[src/rtl/and_event_monitor.sv]
// Synchronizes one gate result into clk, glitch-filters it, and reports each
// filtered high pulse width on a valid/ready handshake with a saturating event count.
module and_event_monitor #(
  parameter int CNT_W       = 16,
  parameter int SYNC_STAGES = 2,
  parameter int FILTER_LEN  = 3
) (
  input  logic             clk,
  input  logic             reset,
  input  logic             c_in,
  input  logic             clear,
  input  logic             evt_ready,
  output logic             evt_valid,
  output logic [CNT_W-1:0] evt_width,
  output logic [CNT_W-1:0] evt_count,
  output logic             overflow,
  output logic             level
);

  localparam int FILT_W = (FILTER_LEN > 1) ? $clog2(FILTER_LEN) : 1;

  typedef enum logic {S_LOW, S_HIGH} state_t;

  logic [SYNC_STAGES-1:0] sync_q;
  logic                   sync_out;
  logic [FILT_W-1:0]      filt_q, filt_d;
  logic                   level_q;
  logic                   toggle;
  state_t                 state_q, state_d;
  logic [CNT_W-1:0]       width_q, width_d;
  logic                   complete;
  logic                   evt_valid_q;
  logic [CNT_W-1:0]       evt_width_q;
  logic [CNT_W-1:0]       evt_count_q;
  logic                   overflow_q;

  assign sync_out = sync_q[SYNC_STAGES-1];

  // Counter runs 0..FILTER_LEN-1; the mismatch that would make it reach
  // FILTER_LEN flips the level instead.
  always_comb begin
    filt_d = '0;
    toggle = 1'b0;
    if (sync_out != level_q) begin
      if (filt_q == FILT_W'(FILTER_LEN - 1)) toggle = 1'b1;
      else                                   filt_d = filt_q + 1'b1;
    end
  end

  always_comb begin
    state_d  = state_q;
    width_d  = width_q;
    complete = 1'b0;
    case (state_q)
      S_LOW: begin
        if (toggle) begin
          state_d = S_HIGH;
          width_d = CNT_W'(1);
        end
      end
      S_HIGH: begin
        if (toggle) begin
          state_d  = S_LOW;
          complete = 1'b1;
          width_d  = '0;
        end else if (width_q != '1) begin
          width_d = width_q + 1'b1;
        end
      end
      default: state_d = S_LOW;
    endcase
  end

  always_ff @(posedge clk) begin
    if (reset) begin
      sync_q  <= '0;
      filt_q  <= '0;
      level_q <= 1'b0;
      state_q <= S_LOW;
      width_q <= '0;
    end else begin
      sync_q  <= {sync_q[SYNC_STAGES-2:0], c_in};
      filt_q  <= filt_d;
      level_q <= level_q ^ toggle;
      state_q <= state_d;
      width_q <= width_d;
    end
  end

  // A pending record is only replaced when it is consumed in the same cycle.
  always_ff @(posedge clk) begin
    if (reset) begin
      evt_valid_q <= 1'b0;
      evt_width_q <= '0;
      evt_count_q <= '0;
      overflow_q  <= 1'b0;
    end else begin
      if (complete && (!evt_valid_q || evt_ready)) begin
        evt_valid_q <= 1'b1;
        evt_width_q <= width_q;
      end else if (evt_valid_q && evt_ready) begin
        evt_valid_q <= 1'b0;
      end

      if (clear)                                evt_count_q <= '0;
      else if (complete && evt_count_q != '1)   evt_count_q <= evt_count_q + 1'b1;

      if (clear)                                     overflow_q <= 1'b0;
      else if (complete && evt_valid_q && !evt_ready) overflow_q <= 1'b1;
    end
  end

  assign evt_valid = evt_valid_q;
  assign evt_width = evt_width_q;
  assign evt_count = evt_count_q;
  assign overflow  = overflow_q;
  assign level     = level_q;

endmodule

[config.mk]
export PLATFORM = sky130hd
export DESIGN_NAME = and_event_monitor
export DESIGN_NICKNAME = d
export VERILOG_FILES = /design/src/rtl/and_event_monitor.sv
export SDC_FILE = /design/constraint.sdc
export NUM_CORES = 1
export LEC_CHECK = 0
export CAP_MARGIN = 0
export CORE_MARGIN = 10
export CORE_UTILIZATION = 35
export CTS_CLUSTER_DIAMETER = 120
export DETAILED_ROUTE_END_ITERATION = 12
export PLACE_DENSITY = 0.61
export SKIP_LAST_GASP = 1
export SYNTH_ARGS = -nofsm -noshare
export SYNTH_HDL_FRONTEND = slang
export SYNTH_SLANG_ARGS = --single-unit
[constraint.sdc]
create_clock -name clk -period 2.5 [get_ports clk]
set_input_delay 0.25 -clock clk [delete_from_list [all_inputs] [get_ports clk]]
set_output_delay 0.25 -clock clk [all_outputs]
set_load 0.02 [all_outputs]
==> impl_results.md <==
* Yosys warns at 0
* Post-synth ARST share at 0%
* Syn_nets at 335
* Final setup violating endpoints at 0
* Post-route clock skew at 0.00691 ns
* Critical Path AT at between 2 and 3 ns
* Hold Path Class: flop to flop
* Post-Syn Instances at ~320
* Post-cts sizing count at 0
* Worst EP required at between 2 and 3 ns
* Status: finished clean
* Setup TNS at 0 ns
* Root buf cell: clkbuf_8
* Layout net count at 368
* I/O Buffers at 39
* Placer Congestion at ~0.84
* Drt total wl at 6.46 mm
* Post-Syn Area at 0.00267 sq mm
* Static Leak at 0.00102 uW
* Setup Crit Path Kind: flop to flop
* Max-Cap Viols at 0
* Top cell type's share of synthesized area at 42.0%
* Syn-to-layout area delta at 22.2%
* Layout cells sized above 1 at 8.10%
* Biggest area consumer among synthesized cells: dfxtp_1
* Via-to-Cell Ratio at 5.37
* Number of synthesized flops with an enable pin at 0
* Num rows at 31
* Die Y-Extent at 107 um
* Post-synth top cells: dfxtp_1, nand2_1, a21oi_1
* Cells after DPL at 449
* Actual slew at the worst max-slew pin at 0.726 ns
* Setup Buffers After CTS at 0
* H-tree depth at 2
* Predominant post-synthesis flop cell: dfxtp_1
* Grt ovf at 0
* Non-Filler Instances at 457
* RSZ-0062 raised after global routing: no
* Initial antenna violation count at 0
* DRT Pass-1 Iters at 4
* I/O Pins at 40
* Setup crit start kind: flop
* WL/cell at 14.1 um
* TritonCTS clock tree: done
* Seq/Total Area, Yosys at about two fifths
* Synthesized flop and latch total at 56
* Die W at 107 um
* F_max at 444 MHz
* All-Layer GR Usage at 11.3%
* Unique masters post-synth at 42
* Reg2reg setup slack at around 0.25 ns
* Top cells by area, synth: dfxtp_1, nand2_1, a21oi_1
* Vias at 2455
* Cts hold-fix bufs at 0
* Fin. max-slew vios at 0
* Relative slew slack at 51.1%
* Hold Vio Cnt, Final at 0
* Diodes inserted at 0
* Largest net degree at the start of global routing at 47
* Most frequent cell after synthesis: dfxtp_1
* Die area at 0.0115 sq mm
* DRC at 0
* Clk slew on worst S/H paths at 0.10 ns
* Vias in the first global route at 2260
* Clock net sink count at 56
* Global-route wire length before repair at 11.1 mm
* Detail Route Antenna Nets at 0
* Final min period at 2.25 ns
* Syn Area/Cell at 8.24 sq um
* CTS buffer count at 5
* Initial Utilization at 36.4%
* Maximum root-to-sink buffer count at 2
* Period utilization at 90.2%
* CP Max Fanout at 8
* Peak VDD IR at 0.000262 V
* P per Cell Area at ~440 mW/mm^2
* Critical path capture point type: flop
* Initial DRC count at 155
* Core Box Area at 0.00733 sq mm
* HPWL Detailed at 4.60 mm
* Skew-Pair Late Insertion Delay at roughly 0.31 ns
-- final cells by class --
cell class / count / area [sq um]
fill: 729 / 4070
multi-input combinational: 239 / 1450
sequential: 56 / 1120
timing repair buffer: 46 / 443
tap: 99 / 124
clock buffer: 5 / 68.8
inverter: 9 / 33.8
clock inverter: 3 / 23.8
-- layout by cell type, fill, tap and decap left out, types with 3 or more instances in the layout --
cell,count
a21oi_1,30
nand2b_1,7
dfxtp_1,56
clkbuf_8,5
o21ai_0,9
clkdlybuf4s50_1,39
mux2i_1,4
or4_1,3
buf_4,7
a211oi_1,9
nor3_1,3
inv_1,9
nand2_1,54
or2_2,3
a31oi_1,10
nor2b_1,5
nor2_1,15
a311oi_1,7
nand4_1,12
nand3_1,9
and3_1,7
nand4_2,3
ha_1,6
and4_1,4
o32ai_1,6
or3_1,10
-- per-layer routing --
metal  track usage, %  share of wire (%)  up-vias
met5                0                  0        -
met3             2.22                4.4        8
met1             14.6                 47     1137
met4             4.20                1.6        0
li1                 -                  -     1264
met2             18.2                 47       46
-- sequential cells by signal (all words and copies together) (netlist names), named ones only --
| name | count |
|---|---|
| evt_count | 16 |
| evt_valid | 1 |
| evt_width | 16 |
| filt_q | 2 |
| overflow | 1 |
| state_q | 1 |
| sync_q | 2 |
| width_q | 16 |
-- power by group --
group / switching (uW) / total (uW) / internal [uW]
Combinational: 21.1 / 33.0 / 11.9
Clock: 306 / 505 / 199
Sequential: 0.949 / 894 / 893
Total: 328 / 1430 / 1100
-- critical path, cell delays in order, from the launching register on --
cell and delay (ns):
dfxtp_1 0.40, xor2_2 0.20, nand2_1 0.13, inv_1 0.10
ha_1 0.19, nand4_1 0.10, or3_1 0.43, or4_1 0.50
a21oi_1 0.14
-- cell families (layout without fill, tap and decap cells) --
kind of cell    count (synthesis)  in the layout  share of synthesized area [%]
xor+xnor                        1              1                          0.328
compound gates                 82             82                           20.0
fa+ha+maj                       6              6                           2.81
simple gates                  146            146                           29.3
mux                             4              4                           1.50
flops                          56             56                           42.0
buf+inv                        29             63                           4.17
-- path summary, 6_finish.rpt --
| kind | startpoint | end | cells past startpoint |
|---|---|---|---|
| worst max register to register | flop | evt_count[11]$_SDFFE_PP0P_ | 8 |
| worst min register to register | filt_q[0]$_SDFF_PP0_ | filt_q[0]$_SDFF_PP0_ | 1 |
| worst min-delay path | filt_q[0]$_SDFF_PP0_ | filt_q[0]$_SDFF_PP0_ | 1 |
| worst max-delay path | flop | evt_count[11]$_SDFFE_PP0P_ | 8 |
-- metrics by stage --
stage / hold WS [ns] / area, sq um / util [%] / power (uW) / worst slack, ns
5_1_grt: 0.450 / 3260 / 44.5 / 1490 / 0.0180
3_5_place_dp: 0.406 / 3160 / 43.1 / 948 / 0.186
6_report: 0.416 / 3260 / 44.5 / 1430 / 0.246
2_1_floorplan: 0.378 / 2670 / - / 935 / 0.0486
4_1_cts: 0.421 / 3250 / 44.4 / 1450 / 0.158
3_3_place_gp: 0.402 / 3160 / 43.1 / 948 / 0.260
Power figures use the tool's default switching activity.
